**config.mk**
```make
export PLATFORM = sky130hd
export DESIGN_NAME = mem_port_arbiter
export DESIGN_NICKNAME = d
export VERILOG_FILES = /design/src/rtl/mem_port_arbiter.sv
export SDC_FILE = /design/constraint.sdc
export NUM_CORES = 1
export LEC_CHECK = 0
export CORE_AREA = 2 2 117 119
export CTS_CLUSTER_DIAMETER = 50
export DETAILED_ROUTE_END_ITERATION = 7
export DIE_AREA = 0 0 119 121
export PLACE_DENSITY = 0.8
export SYNTH_ARGS = -nofsm -noshare
export SYNTH_HDL_FRONTEND = slang
export SYNTH_SLANG_ARGS = --single-unit
```
**constraint.sdc**
```tcl
create_clock -name CLK -period 2.38 [get_ports CLK]
set_clock_uncertainty 0.1 [all_clocks]
set_input_delay 0.595 -clock CLK [delete_from_list [all_inputs] [get_ports CLK]]
set_output_delay 0.595 -clock CLK [all_outputs]
set_load 0.1 [all_outputs]
```
**src/rtl/mem_port_arbiter.sv**
```systemverilog
// Shares one single-ported memory between the fetch (I) and data (D) sides.
// One outstanding transaction at a time; D normally wins, a starvation limit protects I.
module mem_port_arbiter #(
   parameter int STARVE_LIMIT = 4,
   parameter int TIMEOUT_CYC  = 64
) (
   input  logic        CLK,
   input  logic        RST,
   input  logic        I_REQ,
   input  logic [29:0] I_ADDR,
   output logic        I_GNT,
   output logic        I_RVALID,
   output logic [31:0] I_RDATA,
   input  logic        D_REQ,
   input  logic        D_RW,
   input  logic [29:0] D_ADDR,
   input  logic [31:0] D_WDATA,
   output logic        D_GNT,
   output logic        D_RVALID,
   output logic [31:0] D_RDATA,
   output logic        M_REQ,
   output logic        M_RW,
   output logic [29:0] M_ADDR,
   output logic [31:0] M_WDATA,
   input  logic        M_ACK,
   input  logic        M_RVALID,
   input  logic [31:0] M_RDATA,
   output logic        BUSY,
   output logic        ERR
);
   localparam int SW = $clog2(STARVE_LIMIT + 1);
   localparam int TW = $clog2(TIMEOUT_CYC);
   localparam logic [SW-1:0] STREAK_MAX = SW'(STARVE_LIMIT);
   localparam logic [TW-1:0] TIMER_LAST = TW'(TIMEOUT_CYC - 1);

   localparam logic [1:0] ST_IDLE = 2'd0;
   localparam logic [1:0] ST_REQ  = 2'd1;
   localparam logic [1:0] ST_WAIT = 2'd2;

   logic [1:0]    state_reg,  state_next;
   logic          owner_reg,  owner_next;   // 1 = data side, 0 = fetch side
   logic          rw_reg,     rw_next;
   logic [29:0]   addr_reg,   addr_next;
   logic [31:0]   wdata_reg,  wdata_next;
   logic [SW-1:0] streak_reg, streak_next;
   logic [TW-1:0] timer_reg,  timer_next;
   logic [1:0]    gnt_reg,    gnt_next;     // index 0 = I, 1 = D
   logic [1:0]    rvalid_reg, rvalid_next;
   logic          err_reg,    err_next;
   logic          rdata_load_next;
   logic [31:0]   rdata_next;
   logic          pick_d;
   logic          timeout;

   assign pick_d  = D_REQ && !(I_REQ && (streak_reg == STREAK_MAX));
   assign timeout = (timer_reg == TIMER_LAST);

   always_comb begin
      state_next      = state_reg;
      owner_next      = owner_reg;
      rw_next         = rw_reg;
      addr_next       = addr_reg;
      wdata_next      = wdata_reg;
      streak_next     = streak_reg;
      timer_next      = timer_reg;
      gnt_next        = 2'b00;
      rvalid_next     = 2'b00;
      err_next        = 1'b0;
      rdata_load_next = 1'b0;
      rdata_next      = 32'd0;
      case (state_reg)
         ST_IDLE: begin
            if (pick_d) begin
               owner_next  = 1'b1;
               rw_next     = D_RW;
               addr_next   = D_ADDR;
               wdata_next  = D_WDATA;
               gnt_next[1] = 1'b1;
               state_next  = ST_REQ;
               timer_next  = '0;
               if (!I_REQ)
                  streak_next = '0;
               else if (streak_reg != STREAK_MAX)
                  streak_next = streak_reg + 1'b1;
            end else if (I_REQ) begin
               owner_next  = 1'b0;
               rw_next     = 1'b0;
               addr_next   = I_ADDR;
               wdata_next  = 32'd0;
               gnt_next[0] = 1'b1;
               state_next  = ST_REQ;
               timer_next  = '0;
               streak_next = '0;
            end
         end
         ST_REQ: begin
            timer_next = timer_reg + 1'b1;
            if (M_ACK && rw_reg) begin
               rvalid_next[owner_reg] = 1'b1;
               rdata_load_next        = 1'b1;
               state_next             = ST_IDLE;
            end else if (timeout) begin
               err_next               = 1'b1;
               rvalid_next[owner_reg] = 1'b1;
               rdata_load_next        = 1'b1;
               state_next             = ST_IDLE;
            end else if (M_ACK) begin
               state_next = ST_WAIT;
            end
         end
         ST_WAIT: begin
            timer_next = timer_reg + 1'b1;
            if (M_RVALID) begin
               rvalid_next[owner_reg] = 1'b1;
               rdata_load_next        = 1'b1;
               rdata_next             = M_RDATA;
               state_next             = ST_IDLE;
            end else if (timeout) begin
               err_next               = 1'b1;
               rvalid_next[owner_reg] = 1'b1;
               rdata_load_next        = 1'b1;
               state_next             = ST_IDLE;
            end
         end
         default: state_next = ST_IDLE;
      endcase
   end

   always_ff @(posedge CLK) begin
      if (RST) begin
         state_reg  <= ST_IDLE;
         owner_reg  <= 1'b0;
         rw_reg     <= 1'b0;
         addr_reg   <= 30'd0;
         wdata_reg  <= 32'd0;
         streak_reg <= '0;
         timer_reg  <= '0;
         gnt_reg    <= 2'b00;
         rvalid_reg <= 2'b00;
         err_reg    <= 1'b0;
      end else begin
         state_reg  <= state_next;
         owner_reg  <= owner_next;
         rw_reg     <= rw_next;
         addr_reg   <= addr_next;
         wdata_reg  <= wdata_next;
         streak_reg <= streak_next;
         timer_reg  <= timer_next;
         gnt_reg    <= gnt_next;
         rvalid_reg <= rvalid_next;
         err_reg    <= err_next;
      end
   end

   // Each side keeps its last read result until its own next completion.
   for (genvar gi = 0; gi < 2; gi++) begin : g_side
      localparam logic SIDE = (gi == 1);
      logic [31:0] rdata_reg;
      always_ff @(posedge CLK) begin
         if (RST)
            rdata_reg <= 32'd0;
         else if (rdata_load_next && (owner_reg == SIDE))
            rdata_reg <= rdata_next;
      end
   end

   assign I_GNT    = gnt_reg[0];
   assign D_GNT    = gnt_reg[1];
   assign I_RVALID = rvalid_reg[0];
   assign D_RVALID = rvalid_reg[1];
   assign I_RDATA  = g_side[0].rdata_reg;
   assign D_RDATA  = g_side[1].rdata_reg;
   assign M_REQ    = (state_reg == ST_REQ);
   assign M_RW     = rw_reg;
   assign M_ADDR   = addr_reg;
   assign M_WDATA  = wdata_reg;
   assign BUSY     = (state_reg != ST_IDLE);
   assign ERR      = err_reg;

endmodule

```
==> results of run 1 <==
-- cell families after synthesis --
family,share of synthesized area [%]
fa+ha+maj,1.49
xor+xnor,0.520
simple gates,7.63
mux,5.94
flops,57.1
buf+inv,4.56
compound gates,22.8
-- worst max-delay path, delay by kind of cell (launching register included) --
family | cells | cell delay [ps]
buffers and inverters | 3 | 400
adders and majority gates | 1 | 320
DFF | 1 | 310
-- worst paths after layout --
path                                   end  slack, ps  cells after the start
worst max register to register  D_RDATA[3]        510                      7
worst min-delay path             M_ADDR[7]        350                      2
worst max-delay path                  BUSY        240                      4
worst min register to register   M_ADDR[7]        350                      2
-- cells in the mapped netlist, drive strengths merged, types with 5 or more instances --
| cell type | count | area, um^2 |
|---|---|---|
| a22o | 94 | 823 |
| dfxtp | 144 | 2880 |
| buf | 28 | 181 |
| nand3 | 5 | 30.0 |
| o21ai | 35 | 175 |
| ha | 6 | 75.1 |
| nor2 | 6 | 22.5 |
| mux2i | 30 | 300 |
| and3 | 6 | 42.5 |
| nand2 | 40 | 150 |
| clkbuf | 5 | 18.8 |
| inv | 8 | 30.0 |
-- area by class of cell --
class	count	area (um^2)
Inverter	8	30.0
Timing Repair Buffer	279	2530
Clock inverter	13	151
Fill cell	1027	4870
Sequential cell	144	2880
Multi-Input combinational cell	264	1960
Tap cell	176	220
Clock buffer	19	443
-- power by group --
group | switching (mW) | total (mW) | internal (mW) | leakage, nW
Combinational | 2.88 | 3.87 | 0.997 | 2.12
Clock | 1.05 | 2.64 | 1.59 | 0.277
Sequential | 0.185 | 2.91 | 2.73 | 1.17
Total | 4.11 | 9.43 | 5.31 | 3.57
-- layer usage --
| metal | global-route usage (%) | vias up | wire length, um |
|---|---|---|---|
| li1 | - | 2185 | - |
| met1 | 22.7 | 2097 | 5970 |
| met2 | 33.3 | 213 | 6890 |
| met3 | 6.11 | 21 | 1190 |
| met4 | 7.66 | 0 | 254 |
| met5 | 0 | - | 0 |
==> impl_metrics.tcl, run 1 <==
set metrics [dict create \
    status "completed" \
    die_x_um 119 \
    slowest_stage "ha_1" \
    synth_edf_count 0 \
    cts-resized-gates 0 \
    crit_start "state_reg[0]" \
    drc 0 \
    antenna-diode-count 0 \
    cp.required_ps 1680 \
    die_h_um 121 \
    grt_pass1_vias 4472 \
    gp_congestion 0.837 \
    final_cell_count_no_fill 903 \
    cts.sinks 144 \
    dp_cells 871 \
    core_area_um2 13100 \
    setup_viol 0 \
    r2r_start "state_reg[0]" \
    grt_pass1_wl_um 22300 \
    cts_setup_buffers 0 \
    cts-root-buf "clkbuf_16" \
    drt_iter0_drc 243 \
    wirelength_um 14300 \
    synth.avg_cell_area_um2 11.3 \
    dp_slack_ps 39.0 \
    ys_seq_elements 144 \
    finalInstanceArea_um2 8220 \
    seq_area_frac_synth_pct 57.1 \
    min-delay-start "M_ADDR[7]" \
    fin_nets 851 \
    clkTransAtPathRegs_ps 60 \
    final_cell_mix "dfxtp_1, buf_4, clkdlybuf4s50_1" \
    cp.arrival_ps 1450 \
    viasPerCell 5.00 \
    timing.max_cap.violations 0 \
    whs_ps 349 \
    rsz0062_at_grt "false" \
    track_usage_pct 19.4 \
    power_density_nw_per_um2 1150 \
    wl_per_cell_um 15.8 \
    synth_area_um2 5050 \
    hold_path.class "flip-flop to flip-flop" \
    gr-total-overflow 0 \
    io_buffers 264 \
    final_common_cell "dfxtp_1" \
    critical_path_class "flip-flop to primary output" \
    ant_nets 0 \
    yosysWarnings 0 \
    min_period_ps 2140 \
    tritoncts "yes" \
    core.rowCount 42 \
    fin_crit_sh_pct 90.0 \
    antenna_found_initial 0 \
    worstSetupStartpointType "flip-flop" \
    syn_nets 586 \
    start_util_pct 38.6 \
    finalPower_mw 9.43 \
    yosysUniqueCellTypes 46 \
    critical-path-max-stage-delay_ps 320 \
    grt_max_degree 55 \
    dieArea_um2 14400 \
    post_dp_cell_area_um2 7620 \
    cts_made_buffers 17 \
    clkLatencyLatePin_ps 410 \
    max_slew_margin_pct 73.8 \
    cp-end-kind "primary output" \
    finalMaxSlewViolations 0 \
    fin_ws_ps 238 \
    areaGrowthSynthToFinish_pct 62.6 \
    fin_setup_tns_ps 0 \
    io_pins 265 \
    dr.pass1.iters 4 \
    async_flop_share_pct 0 \
    fmax_ghz 0.467 \
    p_leak_nw 3.57 \
    clockBufferDepth 2 \
    worstMarginPinSlew_ps 387 \
    cpMostUsedCell "inv_1" \
    yosys_most_used_dff "dfxtp_1" \
    place_hpwl_um 10700 \
    htree_levels 4 \
    utilization_pct 62.8 \
    synthCells 449 \
    cp_max_fo 9 \
    cts_hold_buf 0 \
    hold_violations 0 \
    worstPathCellList "inv_1 -> ha_1 -> inv_1 -> buf_12" \
    ir_drop_mv 0.727 \
    vias 4516 \
    layout-drive-gt1-share_pct 26.1 \
]
Note: power is estimated with default switching activity, not from simulation.
==> inputs of run 2 (changes only) <==
--- a/config.mk
+++ b/config.mk
@@ -10,6 +10,7 @@
 export DETAILED_ROUTE_END_ITERATION = 7
 export DIE_AREA = 0 0 119 121
 export PLACE_DENSITY = 0.8
+export SLEW_MARGIN = 5
 export SYNTH_ARGS = -nofsm -noshare
 export SYNTH_HDL_FRONTEND = slang
 export SYNTH_SLANG_ARGS = --single-unit
==> results of run 2 <==
No change in the layout: final DEF, timing and power equal those of run 1.
